--- config.mk ---
export PLATFORM = sky130hd
export DESIGN_NAME = fwd_hazard_ctrl_flat
export DESIGN_NICKNAME = d
export VERILOG_FILES = /design/src/rtl/fwd_pkg.sv /design/src/rtl/fwd_hazard_ctrl_if.sv /design/src/rtl/div_stall_counter.sv /design/src/rtl/fwd_hazard_ctrl.sv /design/src/flat_wrapper.sv
export SDC_FILE = /design/constraint.sdc
export NUM_CORES = 1
export LEC_CHECK = 0
export ABC_AREA = 1
export BUFFER_PORTS_ARGS = -buffer_cell sky130_fd_sc_hd__buf_4
export CAP_MARGIN = 40
export CELL_PAD_IN_SITES_DETAIL_PLACEMENT = 1
export CELL_PAD_IN_SITES_GLOBAL_PLACEMENT = 1
export CORE_MARGIN = 2
export CORE_UTILIZATION = 26
export CTS_CLUSTER_DIAMETER = 120
export CTS_CLUSTER_SIZE = 12
export DETAILED_ROUTE_END_ITERATION = 10
export GPL_ROUTABILITY_DRIVEN = 0
export PLACE_DENSITY_LB_ADDON = 0.1
export SETUP_SLACK_MARGIN = 0.2
export SKIP_CTS_REPAIR_TIMING = 1
export SYNTH_ARGS = -nofsm -noshare
export SYNTH_HDL_FRONTEND = slang
export SYNTH_SLANG_ARGS = --single-unit
--- constraint.sdc ---
create_clock -name clk -period 1.7 [get_ports clk]
set_input_delay 0.17 -clock clk [delete_from_list [all_inputs] [get_ports clk]]
set_output_delay 0.17 -clock clk [all_outputs]
set_load 0.01 [all_outputs]
--- src/rtl/fwd_pkg.sv ---
// Shared types and constants for the forwarding / hazard controller.
// Operand-mux select encodings are reused by the execute-stage datapath.
package fwd_pkg;

   localparam logic [1:0] FWD_REG = 2'b00;
   localparam logic [1:0] FWD_WB  = 2'b01;
   localparam logic [1:0] FWD_MEM = 2'b10;

   typedef struct packed {
      logic       valid;
      logic [4:0] writereg;
      logic       regwrite;
      logic       memtoreg;
      logic       is_div;
   } stage_tag_t;

   localparam stage_tag_t TAG_NONE = '0;

   // The nearer producer (E, landing in M) wins over the farther one.
   function automatic logic [1:0] fwd_sel(input logic [4:0] src,
                                          input stage_tag_t e,
                                          input stage_tag_t m);
      logic [1:0] sel;
      sel = FWD_REG;
      if (src == 5'd0) begin
         sel = FWD_REG;
      end else if (e.valid && e.regwrite && e.writereg == src) begin
         sel = FWD_MEM;
      end else if (m.valid && m.regwrite && m.writereg == src) begin
         sel = FWD_WB;
      end
      return sel;
   endfunction

endpackage

--- src/rtl/fwd_hazard_ctrl_if.sv ---
// Decode-side hazard bundle: D-stage operand/destination info in,
// operand selects and pipeline stall/flush controls out.
interface fwd_hazard_ctrl_if;
   import fwd_pkg::*;

   logic       id_valid;
   logic [4:0] rs_d;
   logic [4:0] rt_d;
   logic [4:0] id_writereg;
   logic       id_regwrite;
   logic       id_memtoreg;
   logic       id_div;

   logic [1:0] forward_ae;
   logic [1:0] forward_be;
   logic       stall_f;
   logic       stall_d;
   logic       stall_e;
   logic       flush_e;
   logic       flush_m;
   logic       div_busy;
   stage_tag_t wb_tag;

   modport master (
      output id_valid, rs_d, rt_d, id_writereg,
      output id_regwrite, id_memtoreg, id_div,
      input  forward_ae, forward_be,
      input  stall_f, stall_d, stall_e,
      input  flush_e, flush_m, div_busy, wb_tag
   );

   modport slave (
      input  id_valid, rs_d, rt_d, id_writereg,
      input  id_regwrite, id_memtoreg, id_div,
      output forward_ae, forward_be,
      output stall_f, stall_d, stall_e,
      output flush_e, flush_m, div_busy, wb_tag
   );

endinterface

--- src/rtl/div_stall_counter.sv ---
// Down-counter that keeps busy high for DIV_CYCLES cycles after start.
module div_stall_counter #(
   parameter int DIV_CYCLES = 32
) (
   input  logic clk,
   input  logic resetn,
   input  logic start,
   output logic busy
);

   localparam int CW = $clog2(DIV_CYCLES + 1);
   localparam logic [CW-1:0] LOAD = CW'(DIV_CYCLES);

   logic [CW-1:0] cnt_q;
   logic [CW-1:0] cnt_d;

   always_comb begin
      cnt_d = cnt_q;
      if (start) begin
         cnt_d = LOAD;
      end else if (cnt_q != '0) begin
         cnt_d = cnt_q - CW'(1);
      end
   end

   always_ff @(posedge clk or negedge resetn) begin
      if (!resetn) begin
         cnt_q <= '0;
      end else begin
         cnt_q <= cnt_d;
      end
   end

   assign busy = (cnt_q != '0);

endmodule

--- src/rtl/fwd_hazard_ctrl.sv ---
// Forwarding-select and hazard controller: tracks E/M/W destination tags,
// registers operand selects, inserts load-use bubbles and divide freezes.
module fwd_hazard_ctrl
   import fwd_pkg::*;
#(
   parameter int DIV_CYCLES = 32
) (
   input  logic             clk,
   input  logic             resetn,
   fwd_hazard_ctrl_if.slave hz
);

   stage_tag_t e_q, e_d;
   stage_tag_t m_q, m_d;
   stage_tag_t w_q, w_d;
   logic [1:0] fa_q, fa_d;
   logic [1:0] fb_q, fb_d;

   logic busy;
   logic load_use;
   logic start;
   logic stall_f, stall_d, stall_e;
   logic flush_e, flush_m;
   stage_tag_t d_tag;

   assign d_tag = '{valid:    hz.id_valid,
                    writereg: hz.id_writereg,
                    regwrite: hz.id_regwrite,
                    memtoreg: hz.id_memtoreg,
                    is_div:   hz.id_div};

   assign load_use = hz.id_valid && e_q.valid
                  && e_q.memtoreg && e_q.regwrite
                  && (e_q.writereg != 5'd0)
                  && (e_q.writereg == hz.rs_d ||
                      e_q.writereg == hz.rt_d);

   always_comb begin
      e_d     = d_tag;
      m_d     = e_q;
      w_d     = m_q;
      fa_d    = fwd_sel(hz.rs_d, e_q, m_q);
      fb_d    = fwd_sel(hz.rt_d, e_q, m_q);
      stall_f = 1'b0;
      stall_d = 1'b0;
      stall_e = 1'b0;
      flush_e = 1'b0;
      flush_m = 1'b0;
      start   = 1'b0;
      if (busy) begin
         // Divide owns E: hold it and its selects, drain M with a bubble.
         stall_f = 1'b1;
         stall_d = 1'b1;
         stall_e = 1'b1;
         flush_m = 1'b1;
         e_d     = e_q;
         m_d     = TAG_NONE;
         fa_d    = fa_q;
         fb_d    = fb_q;
      end else if (load_use) begin
         stall_f = 1'b1;
         stall_d = 1'b1;
         flush_e = 1'b1;
         e_d     = TAG_NONE;
         fa_d    = FWD_REG;
         fb_d    = FWD_REG;
      end else begin
         start = hz.id_valid && hz.id_div;
      end
   end

   always_ff @(posedge clk or negedge resetn) begin
      if (!resetn) begin
         e_q  <= TAG_NONE;
         m_q  <= TAG_NONE;
         w_q  <= TAG_NONE;
         fa_q <= FWD_REG;
         fb_q <= FWD_REG;
      end else begin
         e_q  <= e_d;
         m_q  <= m_d;
         w_q  <= w_d;
         fa_q <= fa_d;
         fb_q <= fb_d;
      end
   end

   div_stall_counter #(
      .DIV_CYCLES(DIV_CYCLES)
   ) u_div_cnt (
      .clk    (clk),
      .resetn (resetn),
      .start  (start),
      .busy   (busy)
   );

   assign hz.forward_ae = fa_q;
   assign hz.forward_be = fb_q;
   assign hz.stall_f    = stall_f;
   assign hz.stall_d    = stall_d;
   assign hz.stall_e    = stall_e;
   assign hz.flush_e    = flush_e;
   assign hz.flush_m    = flush_m;
   assign hz.div_busy   = busy;
   assign hz.wb_tag     = w_q;

endmodule

--- src/flat_wrapper.sv ---
// flat-port wrapper written by rule: the top's interface ports become plain ports
module fwd_hazard_ctrl_flat import fwd_pkg::*;
#(
   parameter int DIV_CYCLES = 32
)
  (clk, resetn, hz_id_valid, hz_rs_d, hz_rt_d, hz_id_writereg, hz_id_regwrite, hz_id_memtoreg, hz_id_div, hz_forward_ae, hz_forward_be, hz_stall_f, hz_stall_d, hz_stall_e, hz_flush_e, hz_flush_m, hz_div_busy, hz_wb_tag);
  fwd_hazard_ctrl_if hz_i ();
  input  logic clk;
  input  logic resetn;
  input wire logic [$bits(hz_i.id_valid)-1:0] hz_id_valid;
  input wire logic [$bits(hz_i.rs_d)-1:0] hz_rs_d;
  input wire logic [$bits(hz_i.rt_d)-1:0] hz_rt_d;
  input wire logic [$bits(hz_i.id_writereg)-1:0] hz_id_writereg;
  input wire logic [$bits(hz_i.id_regwrite)-1:0] hz_id_regwrite;
  input wire logic [$bits(hz_i.id_memtoreg)-1:0] hz_id_memtoreg;
  input wire logic [$bits(hz_i.id_div)-1:0] hz_id_div;
  output wire logic [$bits(hz_i.forward_ae)-1:0] hz_forward_ae;
  output wire logic [$bits(hz_i.forward_be)-1:0] hz_forward_be;
  output wire logic [$bits(hz_i.stall_f)-1:0] hz_stall_f;
  output wire logic [$bits(hz_i.stall_d)-1:0] hz_stall_d;
  output wire logic [$bits(hz_i.stall_e)-1:0] hz_stall_e;
  output wire logic [$bits(hz_i.flush_e)-1:0] hz_flush_e;
  output wire logic [$bits(hz_i.flush_m)-1:0] hz_flush_m;
  output wire logic [$bits(hz_i.div_busy)-1:0] hz_div_busy;
  output wire logic [$bits(hz_i.wb_tag)-1:0] hz_wb_tag;
  assign hz_i.id_valid = hz_id_valid;
  assign hz_i.rs_d = hz_rs_d;
  assign hz_i.rt_d = hz_rt_d;
  assign hz_i.id_writereg = hz_id_writereg;
  assign hz_i.id_regwrite = hz_id_regwrite;
  assign hz_i.id_memtoreg = hz_id_memtoreg;
  assign hz_i.id_div = hz_id_div;
  assign hz_forward_ae = hz_i.forward_ae;
  assign hz_forward_be = hz_i.forward_be;
  assign hz_stall_f = hz_i.stall_f;
  assign hz_stall_d = hz_i.stall_d;
  assign hz_stall_e = hz_i.stall_e;
  assign hz_flush_e = hz_i.flush_e;
  assign hz_flush_m = hz_i.flush_m;
  assign hz_div_busy = hz_i.div_busy;
  assign hz_wb_tag = hz_i.wb_tag;
  fwd_hazard_ctrl #(.DIV_CYCLES(DIV_CYCLES)) u_core (.clk(clk), .resetn(resetn), .hz(hz_i));
endmodule
# ---- Word-level counts from Yosys, hierarchy flattened
# Cells that the tools add are included.
dict set report word_totals {
  input_bits 21
  out_inout_bits 19
  wordCells 59
  ff_bits 37
}
dict set report op_classes {
  n_addsub 1
  muxes 18
  n_reduce_logical 18
  n_eq_ne 4
}
# op n
set op_table {}
lappend op_table {{$eq 5x5->1} 4}
lappend op_table {{$mux 9} 2}
lappend op_table {{$logic_and 1x1->1} 12}
lappend op_table {{$mux 2} 6}
lappend op_table {{$mux 6} 2}
lappend op_table {{$logic_not 5->1} 2}
lappend op_table {{$mux 1} 8}
lappend op_table {{$reduce_bool 6->1} 1}
lappend op_table {{$sub 6x1->6 const B} 1}
lappend op_table {{$reduce_bool 5->1} 1}
lappend op_table {{$reduce_bool 2->1} 1}
lappend op_table {{$logic_or 1x1->1} 1}

# ---- Longest topological paths before layout
dict set report logic_depth {
  word_depth 8
  ltp_mapped 10
}

# ---- Cells and area by module
# From an unflattened synthesis, not the netlist that was laid out.
dict set report unflattened {
  cells_unflattened 232
  area_unflattened_um2 1894.3
}
# module area_each_um2 cells_each seq_area_each_um2 instances
set by_module_without_submodules {}
lappend by_module_without_submodules {fwd_hazard_ctrl 1552.7 190 775.7 1}
lappend by_module_without_submodules {div_stall_counter 341.6 42 150.1 1}

# ---- Least setup slack after synthesis
# OpenSTA, ideal clock, no wires.
dict set report synth_timing {
  kind {reg2out}
  from {register u_core.u_div_cnt.cnt_q[0]}
  to {output port hz_flush_m}
  path_stages_with_launch 9
  t_arrival_ns 1.380
  slack_ns 0.150
  path_buffers 3
  path_cell_list {dfrtp_1 -> inv_1 -> ha_1 -> nand3_2 -> nor2_1 -> nand2_1 -> buf_2 -> buf_2 -> buf_4}
}
dict set report synth_via {
  elab_chain_len 2
}
# element line_no
set synth_lines {}
lappend synth_lines {{start: declaration} div_stall_counter.sv:14} ;# logic [CW-1:0] cnt_q;
lappend synth_lines {{start signal: assignment} div_stall_counter.sv:30} ;# cnt_q <= cnt_d;
lappend synth_lines {{$reduce_bool 6->1} div_stall_counter.sv:34} ;# assign busy = (cnt_q != '0);
lappend synth_lines {{via hz_div_busy} flat_wrapper.sv:24} ;# output wire logic [$bits(hz_i.div_busy)-1:0] hz_div_busy;
lappend synth_lines {{$mux 1} fwd_hazard_ctrl.sv:50} ;# if (busy) begin
lappend synth_lines {{end: declaration} flat_wrapper.sv:23} ;# output wire logic [$bits(hz_i.flush_m)-1:0] hz_flush_m;
# The timed path passes the listed nets, and every way through them passes these cells.

# ---- Worst setup path in the final report
dict set report layout_timing {
  from {register u_core.u_div_cnt.cnt_q[1]}
  to {output port hz_stall_e}
}
dict set report layout_via {
  elab_chain_len 2
}
# element line_no
set layout_lines {}
lappend layout_lines {{$reduce_bool 6->1} div_stall_counter.sv:34}
lappend layout_lines {{$mux 1} fwd_hazard_ctrl.sv:50}
lappend layout_lines {{end: declaration} flat_wrapper.sv:21} ;# output wire logic [$bits(hz_i.stall_e)-1:0] hz_stall_e;
# Every way passes these cells.

==> impl_metrics.env <==
export IMPL_clockBufferDepth=2
export IMPL_finalPower_mw=3.40
export IMPL_coreArea_um2=6420
export IMPL_cts_sinks=37
export IMPL_crit_path_start_kind="flop"
export IMPL_die_area_um2=7370
export IMPL_vias=1586
export IMPL_syn_inst=214
export IMPL_worstSetupEndpointType="output pin"
export IMPL_area_growth_pct=48.0
export IMPL_grt_ovfl_total=0
export IMPL_min_path_type="input port to flop"
export IMPL_n_fill_cell=772
export IMPL_cp_max_fo=8
export IMPL_viasPerCell=4.49
export IMPL_boundaryPins=40
export IMPL_setup_tns_ps=-259
export IMPL_crit_required_ps=1530
export IMPL_ff2ff_path_depth=12
export IMPL_syn_area_um2=1740
export IMPL_synth_cell_type_count=23
export IMPL_grt_first_pass_wirelength_um=7740
export IMPL_reg2reg_slack_ps=30
export IMPL_status="finished, violations left"
export IMPL_antenna_found_initial=0
export IMPL_cp_arrival_ps=1580
export IMPL_r2r_end="u_core.e_q[7]$_DFFE_PN0N_"
export IMPL_fmaxAchievable_ghz=0.572
export IMPL_setup_violations=6
export IMPL_synthTopCellsByArea="dfrtp_1, nand2_1, nand3_1"
export IMPL_intPower_mw=2.14
export IMPL_clk_latency_ps=300
export IMPL_n_antenna_cell=0
export IMPL_pwr_share_seq_pct=36.9
export IMPL_die_h_um=85.8
export IMPL_place_hpwl_um=3380
export IMPL_ys_seq_area_share_pct=53.2
export IMPL_hold_worst_slack_ps=112
export IMPL_utilization_pct=40.1
export IMPL_syn_num_nets=236
export IMPL_period_share_pct=103
export IMPL_rsz0062_at_grt="true"
export IMPL_max_stage_delay_ps=420
export IMPL_final_common_cell="buf_4"
export IMPL_drive_above_1_share_pct=38.0
export IMPL_p_comb_share_pct=39.5
export IMPL_die_w_um=85.8
export IMPL_root_buffer="clkbuf_8"
export IMPL_hold_end="u_core.e_q[1]$_DFFE_PN0N_"
export IMPL_ys_ff_latch=37
export IMPL_synth_avg_cell_area_um2=8.14
export IMPL_critPathSlowestCell="dfrtp_1"
export IMPL_clkTransAtPathRegs_ps=90
export IMPL_grt_usage_pct=13.7
export IMPL_h_tree_depth=2
export IMPL_io_buffers=39
export IMPL_post_place_ws_ps=149
export IMPL_drt_first_pass_iters=9
export IMPL_ant_nets=0
export IMPL_grt_pass1_vias=1581
export IMPL_num_rows=29
export IMPL_routedWlPerCell_um=14.7
export IMPL_tritoncts="done"
export IMPL_drt_total_wl_um=5180
export IMPL_layout_common_cells="buf_4, nand2_1, dfrtp_1"
export IMPL_swShare_pct=36.9
export IMPL_worst_slack_ps=-49.7
export IMPL_p_clk_share_pct=23.6
export IMPL_drt_iter0_markers=45
export IMPL_maxCapViolations=0
export IMPL_hold_path_startpoint="hz_id_memtoreg"
export IMPL_hold_viol_final=0
export IMPL_violations="design-rule violations, negative setup slack"
export IMPL_post_route_min_period_ps=1750
export IMPL_worst_setup_path_type="flop to output pin"
export IMPL_synth_top_cell_area_share_pct=53.2
export IMPL_ir_drop_mv=0.788
export IMPL_path_cells="inv_2 > ha_4 > nand3_4 > nor2_4 > nand2_4 > buf_12 > buf_6"
export IMPL_holdPathStages=3
export IMPL_worst_pin_slew_ps=510
export IMPL_yosysWarnings=0
export IMPL_initial_utilization_pct=27.1
export IMPL_powerDensity_nw_per_um2=1320
export IMPL_maxSlewHeadroom_pct=66.0
export IMPL_nNetsFinal=297
export IMPL_multi_input_area_um2=771
export IMPL_cts_buffers=5
export IMPL_finClkSkew_ps=8.94
export IMPL_r2r_start="u_core.e_q[4]$_DFFE_PN0N_"
export IMPL_switching_power_mw=1.25
export IMPL_synth_top_area_cell="dfrtp_1"
export IMPL_p_leak_nw=1.32
export IMPL_regArea_um2=926
export IMPL_drc=2
export IMPL_grt_max_degree=38
export IMPL_drv_slew=0
worst max path at each step:
stage	startpoint	end	depth (start not counted)
floorplan	u_core.u_div_cnt.cnt_q[0]$_DFFE_PN0P_	hz_flush_m	8
detailed placement	u_core.u_div_cnt.cnt_q[0]$_DFFE_PN0P_	u_core.e_q[3]$_DFFE_PN0N_	9
global placement	u_core.u_div_cnt.cnt_q[0]$_DFFE_PN0P_	u_core.u_div_cnt.cnt_q[2]$_DFFE_PN0P_	8
global route	u_core.e_q[4]$_DFFE_PN0N_	hz_stall_f	9
CTS	u_core.u_div_cnt.cnt_q[0]$_DFFE_PN0P_	hz_stall_e	7
finish	u_core.u_div_cnt.cnt_q[1]$_DFFE_PN0P_	hz_stall_e	7
stage by stage:
stage	area (um^2)	instances
6_report	2580	353
5_1_grt	2580	353
4_1_cts	2210	333
3_5_place_dp	2100	325
3_3_place_gp	2100	325
2_1_floorplan	1750	214
synth_stat cells, drive strengths merged:
cell	count
nand3	20
o22ai	2
nand4	1
nor3	3
xnor2	4
buf	8
inv	29
ha	1
nor2	24
or2	3
xor2	3
a21oi	3
dfrtp	37
nand2	58
o21ai	16
nand3b	1
clkinv	1
state kept, by name, summed over array words and instances, names as in the netlist:
register                cells
u_core.hz.forward_be        2
u_core.hz.forward_ae        2
u_core.m_q                  9
u_core.u_div_cnt.cnt_q      6
u_core.e_q                  9
u_core.hz.wb_tag            9
cell type report:
class	count	area share [%]
clock buffers	5	2.67
clock inverters	3	1.80
inverters	30	4.56
flip-flops and latches	37	35.9
multi-input cells	139	29.9
repair buffers	62	21.4
well taps	77	3.74
routing by layer:
layer	part of all wire [%]	vias up	global-route usage (%)
met5	0	-	0
met4	1.6	0	4.76
met3	4.2	7	2.98
met2	47	38	21.5
met1	48	756	18.8
li1	-	785	-
worst max-delay path: cells and delay by family, from the launching register on:
family | cells | cell delay, ps
fa+ha+maj | 1 | 150
buf+inv | 3 | 370
flops | 1 | 420
simple gates | 3 | 350
cell families after synthesis:
kind of cell | Yosys count | share of synthesized area, %
adders and majority gates | 1 | 0.718
and+or+nand+nor | 110 | 26.7
AOI/OAI and AO/OA | 21 | 6.18
buffers and inverters | 38 | 9.70
xor gates and xnor gates | 7 | 3.52
DFF | 37 | 53.2
power groups by stage:
stage	Clock (mW)	Combinational [mW]	Sequential [mW]
global route	0.850	1.50	1.29
CTS	0.818	0.892	1.24
floorplan	0	0.611	1.24
finish	0.803	1.34	1.25
detailed placement	0	0.886	1.26
global placement	0	0.882	1.26
Note: power is estimated with default switching activity, not from simulation.
